<file path="config.mk">
export PLATFORM = sky130hd
export DESIGN_NAME = vga_scan_gen
export DESIGN_NICKNAME = d
export VERILOG_FILES = /design/src/rtl/osmosis_vga_pkg.sv /design/src/rtl/pix_clk_en.sv /design/src/rtl/vga_scan_gen.sv
export SDC_FILE = /design/constraint.sdc
export NUM_CORES = 1
export LEC_CHECK = 0
export CORE_MARGIN = 2
export CORE_UTILIZATION = 45
export DETAILED_ROUTE_END_ITERATION = 8
export MAX_ROUTING_LAYER = met4
export PLACE_DENSITY = 0.72
export SETUP_SLACK_MARGIN = 0.5
export SLEW_MARGIN = 25
export SYNTH_ARGS = -nofsm -noshare
export SYNTH_HDL_FRONTEND = slang
export SYNTH_HIERARCHICAL = 1
export SYNTH_SLANG_ARGS = --single-unit
</file>
<file path="constraint.sdc">
create_clock -name clk -period 2.96 [get_ports clk]
set_input_delay 0.592 -clock clk [delete_from_list [all_inputs] [get_ports clk]]
set_output_delay 0.592 -clock clk [all_outputs]
set_load 0.02 [all_outputs]
</file>
<file path="src/rtl/osmosis_vga_pkg.sv">
// rtl/osmosis_vga_pkg.sv - default 640x480 raster timing constants shared by the display path
package osmosis_vga_pkg;

   localparam int COORD_W     = 10;
   localparam int FRAME_CNT_W = 16;

   localparam int H_VISIBLE_DEF = 640;
   localparam int H_FP_DEF      = 16;
   localparam int H_SYNC_DEF    = 96;
   localparam int H_BP_DEF      = 48;
   localparam int H_TOTAL_DEF   = H_VISIBLE_DEF + H_FP_DEF + H_SYNC_DEF + H_BP_DEF;

   localparam int V_VISIBLE_DEF = 480;
   localparam int V_FP_DEF      = 10;
   localparam int V_SYNC_DEF    = 2;
   localparam int V_BP_DEF      = 33;
   localparam int V_TOTAL_DEF   = V_VISIBLE_DEF + V_FP_DEF + V_SYNC_DEF + V_BP_DEF;

endpackage

</file>
<file path="src/rtl/pix_clk_en.sv">
// rtl/pix_clk_en.sv - system-clock to pixel-rate enable divider
// adv_o is the combinational "this edge is a pixel edge" strobe; tick_o is its registered copy.
module pix_clk_en #(
   parameter int CLK_DIV = 4
) (
   input  logic clk_i,
   input  logic rst_i,
   output logic adv_o,
   output logic tick_o
);

   localparam int DIV_W = $clog2(CLK_DIV);
   localparam logic [DIV_W-1:0] DIV_LAST = DIV_W'(CLK_DIV - 1);

   logic [DIV_W-1:0] div_q, div_d;
   logic             tick_q;

   always_comb begin
      adv_o = (div_q == DIV_LAST);
      div_d = adv_o ? '0 : div_q + DIV_W'(1);
   end

   always_ff @(posedge clk_i or posedge rst_i) begin
      if (rst_i) begin
         div_q  <= '0;
         tick_q <= 1'b0;
      end else begin
         div_q  <= div_d;
         tick_q <= adv_o;
      end
   end

   assign tick_o = tick_q;

endmodule

</file>
<file path="src/rtl/vga_scan_gen.sv">
// rtl/vga_scan_gen.sv - free-running raster counters, sync/blank decodes and frame strobe
// Decodes are taken from next-state counters so they register in step with h_cnt/v_cnt.
module vga_scan_gen
   import osmosis_vga_pkg::*;
#(
   parameter int CLK_DIV   = 4,
   parameter int H_VISIBLE = H_VISIBLE_DEF,
   parameter int H_FP      = H_FP_DEF,
   parameter int H_SYNC    = H_SYNC_DEF,
   parameter int H_BP      = H_BP_DEF,
   parameter int V_VISIBLE = V_VISIBLE_DEF,
   parameter int V_FP      = V_FP_DEF,
   parameter int V_SYNC    = V_SYNC_DEF,
   parameter int V_BP      = V_BP_DEF
) (
   input  logic                   clk,
   input  logic                   reset,
   output logic                   pix_tick,
   output logic [COORD_W-1:0]     h_cnt,
   output logic [COORD_W-1:0]     v_cnt,
   output logic                   hsync,
   output logic                   vsync,
   output logic                   video_on,
   output logic                   frame,
   output logic [FRAME_CNT_W-1:0] frame_cnt
);

   localparam int H_TOTAL = H_VISIBLE + H_FP + H_SYNC + H_BP;
   localparam int V_TOTAL = V_VISIBLE + V_FP + V_SYNC + V_BP;

   localparam logic [COORD_W-1:0] H_LAST   = COORD_W'(H_TOTAL - 1);
   localparam logic [COORD_W-1:0] V_LAST   = COORD_W'(V_TOTAL - 1);
   localparam logic [COORD_W-1:0] H_VIS    = COORD_W'(H_VISIBLE);
   localparam logic [COORD_W-1:0] V_VIS    = COORD_W'(V_VISIBLE);
   localparam logic [COORD_W-1:0] HS_START = COORD_W'(H_VISIBLE + H_FP);
   localparam logic [COORD_W-1:0] HS_END   = COORD_W'(H_VISIBLE + H_FP + H_SYNC);
   localparam logic [COORD_W-1:0] VS_START = COORD_W'(V_VISIBLE + V_FP);
   localparam logic [COORD_W-1:0] VS_END   = COORD_W'(V_VISIBLE + V_FP + V_SYNC);

   logic                   adv;
   logic [COORD_W-1:0]     h_cnt_q, h_cnt_d, v_cnt_q, v_cnt_d;
   logic                   hsync_q, hsync_d, vsync_q, vsync_d;
   logic                   video_on_q, video_on_d, frame_q, frame_d;
   logic [FRAME_CNT_W-1:0] frame_cnt_q, frame_cnt_d;

   pix_clk_en #(
      .CLK_DIV(CLK_DIV)
   ) u_pix_clk_en (
      .clk_i (clk),
      .rst_i (reset),
      .adv_o (adv),
      .tick_o(pix_tick)
   );

   always_comb begin
      h_cnt_d     = h_cnt_q;
      v_cnt_d     = v_cnt_q;
      frame_d     = 1'b0;
      frame_cnt_d = frame_cnt_q;
      if (adv) begin
         if (h_cnt_q == H_LAST) begin
            h_cnt_d = '0;
            v_cnt_d = (v_cnt_q == V_LAST) ? '0 : v_cnt_q + COORD_W'(1);
         end else begin
            h_cnt_d = h_cnt_q + COORD_W'(1);
         end
         // Only the tick that lands on the first blanking line can strobe; the full-frame wrap cannot.
         if ((h_cnt_d == '0) && (v_cnt_d == V_VIS)) begin
            frame_d     = 1'b1;
            frame_cnt_d = frame_cnt_q + FRAME_CNT_W'(1);
         end
      end
      hsync_d    = !((h_cnt_d >= HS_START) && (h_cnt_d < HS_END));
      vsync_d    = !((v_cnt_d >= VS_START) && (v_cnt_d < VS_END));
      video_on_d = (h_cnt_d < H_VIS) && (v_cnt_d < V_VIS);
   end

   always_ff @(posedge clk or posedge reset) begin
      if (reset) begin
         h_cnt_q     <= '0;
         v_cnt_q     <= '0;
         hsync_q     <= 1'b1;
         vsync_q     <= 1'b1;
         video_on_q  <= 1'b1;
         frame_q     <= 1'b0;
         frame_cnt_q <= '0;
      end else begin
         h_cnt_q     <= h_cnt_d;
         v_cnt_q     <= v_cnt_d;
         hsync_q     <= hsync_d;
         vsync_q     <= vsync_d;
         video_on_q  <= video_on_d;
         frame_q     <= frame_d;
         frame_cnt_q <= frame_cnt_d;
      end
   end

   assign h_cnt     = h_cnt_q;
   assign v_cnt     = v_cnt_q;
   assign hsync     = hsync_q;
   assign vsync     = vsync_q;
   assign video_on  = video_on_q;
   assign frame     = frame_q;
   assign frame_cnt = frame_cnt_q;

endmodule

</file>
==> After elaboration in Yosys (flattened, before gate mapping) <==
Cells that the tools add are included.
{ "totals": {"regBits": 43, "output_inout_bits": 41} }
{ "classes": {"add_sub_neg": 4, "order_cmp": 6, "n_eq_ne": 4, "muxes": 10, "reduce_logical": 8} }
{ "ops": {"columns": ["cell", "count"], "rows": [
  ["2-to-1 mux 10 bit", 7],
  ["adder 10 x 1 -> 10 bit (second input constant)", 2],
  ["== test 10 bit (second input constant)", 2],
  ["< comparator 10 bit (second input constant)", 2],
  ["< comparator 10 x 9 -> 1 bit (second input constant)", 2],
  ["adder 16 x 1 -> 16 bit (second input constant)", 1],
  ["== test 10 x 9 -> 1 bit (second input constant)", 1],
  [">= comparator 10 bit (second input constant)", 1],
  [">= comparator 10 x 9 -> 1 bit (second input constant)", 1],
  ["zero test 10 bit", 1],
  ["logical AND 1 bit", 4],
  ["adder 2 x 1 -> 2 bit (second input constant)", 1],
  ["== test 2 bit (second input constant)", 1],
  ["zero test 1 bit", 2],
  ["2-to-1 mux 1 bit", 2],
  ["2-to-1 mux 2 bit", 1],
  ["AND reduction 2 bit", 1]
]} }

==> Depth between registers and ports, before layout <==
{ "depth": {"depth_word": 8, "ltp_mapped": 10, "ltp_nobuf": 9} }

==> Hierarchy <==
Netlist, hierarchy kept.
{ "modules_own_cells": {"columns": ["mod", "n_inst", "cells_per_inst", "area_per_inst_um2"], "rows": [
  ["vga_scan_gen", 1, 267, 2426.1],
  ["pix_clk_en", 1, 6, 95.1]
]} }

==> Worst setup path before layout <==
Ideal clock, no wire load.
{ "synth_timing": {"path_kind": "register to register", "startpoint": "register h_cnt_q[1], in the netlist h_cnt[1]", "endpoint": "register frame_cnt_q[6], in the netlist frame_cnt[6]", "setup_time_ps": 130, "arrival_time_ps": 2810, "required_time_ps": 2830, "path_slack_ps": 20, "stages_incl_launch_ff": 11, "period_less_slack_ps": 2940, "cell_sequence": "dfrtp_1 ha_1 and4_1 buf_2 nand3_1 a211o_1 a2111o_1 nor4_4 buf_6 nand3_1 xnor2_1"} }
{ "synth_between": {"elab_chain_len": 6, "word_cells_on_any_way": 10, "classes_between": "add/sub (1); eq/ne (2); mux (4); reduce/logical (3)"} }
{ "synth_lines": {"columns": ["item", "line", "rtl"], "rows": [
  ["start: declaration", "vga_scan_gen.sv:41", "logic [COORD_W-1:0] h_cnt_q, h_cnt_d, v_cnt_q, v_cnt_d;"],
  ["start signal: assignment", "vga_scan_gen.sv:88", "h_cnt_q <= h_cnt_d;"],
  ["adder 10 x 1 -> 10 bit / == test 10 bit (equally long branches)", "vga_scan_gen.sv:65, vga_scan_gen.sv:61", null],
  ["2-to-1 mux 10 bit", "vga_scan_gen.sv:61", "if (h_cnt_q == H_LAST) begin"],
  ["2-to-1 mux 10 bit", "vga_scan_gen.sv:60", "if (adv) begin"],
  ["zero test 10 bit / == test 10 x 9 -> 1 bit (equally long branches)", "vga_scan_gen.sv:68", "if ((h_cnt_d == '0) && (v_cnt_d == V_VIS)) begin"],
  ["logical AND 1 bit (*)", "vga_scan_gen.sv:68", null],
  ["AND reduction 2 bit (no source line) (*)", null, null],
  ["end signal: assignment", "vga_scan_gen.sv:94", "frame_cnt_q <= frame_cnt_d;"],
  ["end: declaration", "vga_scan_gen.sv:44", "logic [FRAME_CNT_W-1:0] frame_cnt_q, frame_cnt_d;"]
]} }
Mark *: on every way between the ends. The rest lies on a longest branch, timed or not. The select of a mux whose other input is x is not followed.
A chain may end at the register's enable or synchronous reset.

==> Final worst setup path <==
{ "layout_timing": {"startpoint": "register h_cnt_q[5], in the netlist h_cnt[5]", "endpoint": "register frame_cnt_q[1], in the netlist frame_cnt[1]"} }
Same word-level chain as after synthesis.

==> results.toml <==
[sta]
rsz0062_at_grt = "true"
relSlewSlack = 0.5951
drv_slew = 0
worst_pin_slew_ps = 601.8
fin_skew_ps = 6.644
fin_crit_sh = 0.8613
finalHoldViolCount = 0
final.min_clock_period_ps = 2550
max_freq_mhz = 392.2
timing.hold.ws_ps = 434.8
tns_ps = 0
setup_viol = 0

[routing]
final_antenna_net_count = 0
route.detailed.drc = 0
drt_pass1_iterations = 6
drt-total-wl_um = 6686
dr_wl_met2_um = 3240
wl_met3_um = 447
drt-met1-wl_um = 2928
drtIter0Drc = 252
wl_per_cell_um = 16.43
routed_via_density = 5.848
vias = 2380
top_layer = "met4"

[finish]
diodes = 0
nets = 341
drive_above_1_share = 0.2328
area_delta_synth_final_pct = 36.38
n_fill_cell = 470
fin_cells = 407

[critical_path]
path_class = "flip-flop to flip-flop"
r2r-start = "h_cnt[5]"
crit_path_end_kind = "flip-flop"
crit_start = "h_cnt[5]"
worstPathMaxFanout = 7
startpoint_type = "flip-flop"
cp.arrival_ps = 2750
reg2reg_depth = 8
critPathRequiredTime_ps = 3160

[yosys]
synth_fp_nets = 280
synth.top_cell.area_share = 0.3970
yosysWarningCount = 6
synthArstFlopShare = 1.000
synth-edff-count = 0
yosysMostFrequentCell = "dfrtp_1"
synth_cell_types = 53
synth_area_leader_cell = "dfrtp_1"
synth_top_flop_cell = "dfrtp_1"
netlist_top_cells_area = "dfrtp_1 40%, xnor2_1 8.0%, nand3_1 4.6%"
syn_area_per_cell_um2 = 9.235
netlist_area_um2 = 2521
yosysSeqAreaShare = 0.4283
synth-seq-cells = 43
synthTopCellsByCount = "40 x dfrtp_1, 24 x nand2_1, 23 x nand3_1, 23 x xnor2_1, 16 x o21ai_0"
syn_inst = 273

[floorplanning]
start_util = 0.4607
die_h_um = 78.85
ios = 43
die_w_um = 78.85
fp.dieArea_um2 = 6217
core_um2 = 5473
rows = 27

[global_routing]
grt_max_degree = 41
antenna_found_initial = 0
grt_pass1_vias = 2314
grt_pass1_wl_um = 11140
grt_overflow = 0
grtUsageTotal = 0.2323

[clock_network]
clk_pin_slew_ps = 90
cts_tree = "yes"
clockBufferDepth = 2
holdBufCountCts = 0
cts.sinks = 43
cts-root-buf = "clkbuf_8"
insertion_delay_ps = 300
cts-htree-levels = 2
cts_buffers = 5

[placement]
place_congestion = 0.9206
dp_cells = 380
place_hpwl_um = 4335
port_buffers = 42

[worst_hold_path]
min-delay-start = "u_pix_clk_en/div_q[0]"
hp-class = "flip-flop to flip-flop"
whs_path_depth = 1

[job]
maxCapViolations = 0

[power]
p_per_area_nw_per_um2 = 315.2
power_leakage_nw = 1.369
ir_drop_v = 0.0002146

[run_status]
status = "finished clean"
[logic make-up (layout without fill, tap and decap cells)]
| family | after synthesis | in the layout | synth area share |
|---|---|---|---|
| buffers and inverters | 29 | 91 | 0.05359 |
| AO/OA/AOI/OAI | 43 | 43 | 0.1107 |
| multiplexers | 4 | 4 | 0.01737 |
| XOR/XNOR | 24 | 24 | 0.08337 |
| adder cells (fa/ha/maj) | 5 | 5 | 0.02481 |
| AND/OR/NAND/NOR | 125 | 125 | 0.2819 |
| flip-flops | 43 | 43 | 0.4283 |
[registers in the layout, indices dropped and copies added, names as in the netlist]
name and count:
u_pix_clk_en/tick_o 1, frame_cnt 16, hsync 1, vsync 1
v_cnt 10, u_pix_clk_en/div_q 2, video_on 1, h_cnt 10
frame 1
[cell usage in the layout (no fill, tap or decap), types with 3 or more instances in the layout]
master	Yosys	routed
nand2_1	24	23
clkbuf_8	0	5
a21o_1	3	3
nor3_1	8	5
and2_1	5	5
nor2_1	15	15
dfrtp_2	0	15
and3_1	8	8
clkdlybuf4s50_1	0	42
nand4_1	15	15
buf_4	3	27
xnor2_1	23	23
o21ai_0	16	16
dfrtp_1	40	25
or4_1	3	3
nor4_4	1	3
dfstp_2	3	3
inv_1	12	12
o31ai_1	3	3
nor4_1	5	3
a31oi_1	4	3
ha_1	5	3
a21oi_1	5	5
nor3_2	0	3
nand3_1	23	21
[critical path, cell delays in order, from the launching register on]
cell,delay (ps)
dfrtp_2,470
nor4b_4,370
nand3_4,130
buf_6,160
a2111oi_4,330
o22ai_2,170
nor4_4,320
buf_4,200
mux2_4,300
[repair_timing]
| item | 4_1_cts | 5_1_grt |
|---|---|---|
| setup buffers | 14 | 5 |
| resized for setup | 15 | 11 |
| hold endpoints to repair | 0 | 0 |
| endpoints found under the setup margin | 17 | 18 |
| pin swaps | 4 | 4 |
[through the flow]
stage                 util  total power, mW  setup WS (ps)  instance area, um2
finish              0.6283            1.084          410.5                3438
global placement    0.5615           0.6132          335.8                3073
CTS                 0.6120            1.095          476.7                3349
global route        0.6283            1.122          311.4                3438
floorplan                -           0.6073          373.3                2595
detailed placement  0.5615           0.6134          302.5                3073
[power by group]
part	internal, mW	switching [mW]	leakage, nW
combinational	0.00222	0.0115	0.761
clock	0.255	0.228	0.0548
sequential	0.587	0	0.554
total	0.844	0.240	1.37
[cell type report]
cell class | count | area, um2 | area share
flip-flops and latches | 43 | 1099 | 0.3195
clock inverters | 3 | 46.29 | 0.01346
well taps | 72 | 90.09 | 0.02620
repair buffers | 71 | 645.6 | 0.1878
multi-input cells | 201 | 1444 | 0.4199
inverters | 12 | 45.04 | 0.01310
clock buffers | 5 | 68.82 | 0.02001
[per-layer routing]
metal,global-route usage,vias to the layer above
met5,-,-
met1,0.3050,1154
met2,0.3641,107
met3,0.04886,11
met4,0.07414,0
li1,-,1108
[worst paths after layout]
check	end	slack (ps)
max	frame_cnt[1]	410
min reg2reg	u_pix_clk_en/div_q[0]	430
max in group asynchronous	h_cnt[2]	1830
max reg2reg	frame_cnt[1]	410
min in group asynchronous	u_pix_clk_en/tick_o	480
min	u_pix_clk_en/div_q[0]	430
Power figures use the tool's default switching activity.
==> RTL edit, RTL diff (same settings) <==
The package constant `FRAME_CNT_W` goes from 16 to 18.
--- a/src/rtl/osmosis_vga_pkg.sv
+++ b/src/rtl/osmosis_vga_pkg.sv
@@ -3,5 +3,5 @@
 
    localparam int COORD_W     = 10;
-   localparam int FRAME_CNT_W = 16;
+   localparam int FRAME_CNT_W = 18;
 
    localparam int H_VISIBLE_DEF = 640;
Ports: changed (resized frame_cnt); port bits go from 43 to 45. No check against the original RTL was run, so the function may have changed too.
==> RTL edit against the unedited design <==
Synthesized area rose by 2.1%. Sequential power rose by 4.6%. Maximum frequency fell by 11%. Highest routed layer unchanged. Worst setup slack got worse by 0.31 ns. Routed wire length rose by 1.2%. Critical path type unchanged. Design area rose by 5.1%. Final cell count did not move. Largest cell class unchanged. Power barely moved. Sequential share of layout area fell by 0.43 points. Sequential cell count rose by 2.
==> RTL edit: results (changes against the unedited design) <==
Vias in the first global route = 2325 (was 2314)
Synth Area per Inst = 9.68 sq um (was 9.24 sq um)
Run status = completed (unchanged)
Largest net degree at the start of global routing = 19 (was 41)
Share of cells above drive strength 1 = 0.284 (was 0.233)
First-pass GRT wire length = 11100 microns (about the same)
Slew headroom = 0.369 (was 0.595)
Final #Nets = 342 (was 341)
Nonclk inv count = 14 (was 12)
Syn_nets = 273 (was 280)
R2r setup slk = 0.10 ns (was 0.41 ns)
Post-synthesis sequential area ratio = 0.439 (was 0.428)
Top cells by count, synth = 42 x dfrtp_1, 26 x nand2_1, 19 x nor2_1, 15 x nand3_1, 15 x xor2_1 (was 40 x dfrtp_1, 24 x nand2_1, 23 x nand3_1, 23 x xnor2_1, 16 x o21ai_0)
Switching pwr = 220 uW (was 240 uW)
1st-pass router iterations = 4 (was 6)
IO Port Bufs = 44 (was 42)
Worst Reg-to-Reg Cells = 7 (was 8)
ClkCell Share = 0.0287 (was 0.0335)
Number of fill cells = 420 (was 470)
Vias/cell = 5.71 (was 5.85)
Yosys cell types = 59 (was 53)
GRT Total Usage = 0.228 (was 0.232)
Synth top area cells = dfrtp_1 41%, xor2_1 5.1%, xnor2_1 4.1% (was dfrtp_1 40%, xnor2_1 8.0%, nand3_1 4.6%)
Routability cong. = 0.896 (was 0.921)
Slowest CP cell = or4_2 (was dfrtp_2)
Repair and plain buffers = 74 (was 71)
-- RTL edit: cell types whose count changed in the layout (fill, tap and decap cells not counted), sizes merged, moves of 3 or more --
cell   before  now
and3        8    5
xor2        1   15
nand4      16   11
nor4        6    9
a21oi       5   11
nand3      23   15
and2        5    2
xnor2      23   12
nor2       15   19
o21ai      16   12
-- RTL edit: cell families (layout without fill, tap and decap cells) --
group | Yosys count | in the layout | synth area share
AO/OA/AOI/OAI | 45 | 45 | 0.116
flip-flops | 45 | 45 | 0.439
multiplexers | 3 | 3 | 0.0126
adder cells (fa/ha/maj) | 5 | 5 | 0.0243
XOR/XNOR | 27 | 27 | 0.0918
buffers and inverters | 26 | 95 | 0.0525
AND/OR/NAND/NOR | 115 | 115 | 0.264
-- RTL edit: how the worst min path moves through the flow --
| stage | from | to | slack [ns] | depth (start not counted) |
|---|---|---|---|---|
| final | u_pix_clk_en/div_q[0] | u_pix_clk_en/div_q[0] | 0.43 | 1 |
| after detailed placement | u_pix_clk_en/div_q[0] | u_pix_clk_en/div_q[0] | 0.42 | 1 |
| after CTS | u_pix_clk_en/div_q[0] | u_pix_clk_en/div_q[0] | 0.43 | 1 |
| after global routing | u_pix_clk_en/div_q[0] | u_pix_clk_en/div_q[0] | 0.46 | 1 |
| after global placement | u_pix_clk_en/div_q[0] | u_pix_clk_en/div_q[0] | 0.41 | 1 |
| after floorplan | reset | u_pix_clk_en/div_q[0] | 0.35 | 1 |
-- RTL edit: per-layer routing --
layer | track usage | routed length [microns] | vias up
met4 | 0.0810 | 116 | 0
met2 | 0.366 | 3330 | 94
met1 | 0.291 | 2950 | 1122
met5 | - | 0 | -
met3 | 0.0430 | 366 | 11
li1 | - | - | 1098
-- RTL edit: what timing repair did --
action                                  in CTS  in global routing
setup buffers                                4                  5
gates cloned                                 1                  0
endpoints found under the setup margin      21                 21
resized for setup                           22                 26
hold buffers                                 0                  0
pin swaps                                   16                 14
-- RTL edit: through the flow --
| stage | power, mW | instances |
|---|---|---|
| floorplan | 0.636 | 266 |
| global placement | 0.643 | 390 |
| finish | 1.08 | 407 |
| CTS | 1.09 | 402 |
| detailed placement | 0.643 | 390 |
| global route | 1.12 | 407 |
-- RTL edit: critical path: cells and delay by family (launching register included) --
family | cells | cell delay (ns)
buffers and inverters | 2 | 0.30
and+or+nand+nor | 3 | 1.40
AOI/OAI and AO/OA | 1 | 0.43
DFF | 1 | 0.37
muxes | 1 | 0.26
-- RTL edit: power groups by stage --
stage                     logic (mW)  registers [mW]  clock network [mW]
final                         0.0152           0.614               0.454
after global placement        0.0161           0.626                   0
after global routing          0.0182           0.614               0.483
after detailed placement      0.0161           0.626                   0
after floorplan              0.00910           0.626                   0
after CTS                     0.0162           0.614               0.458
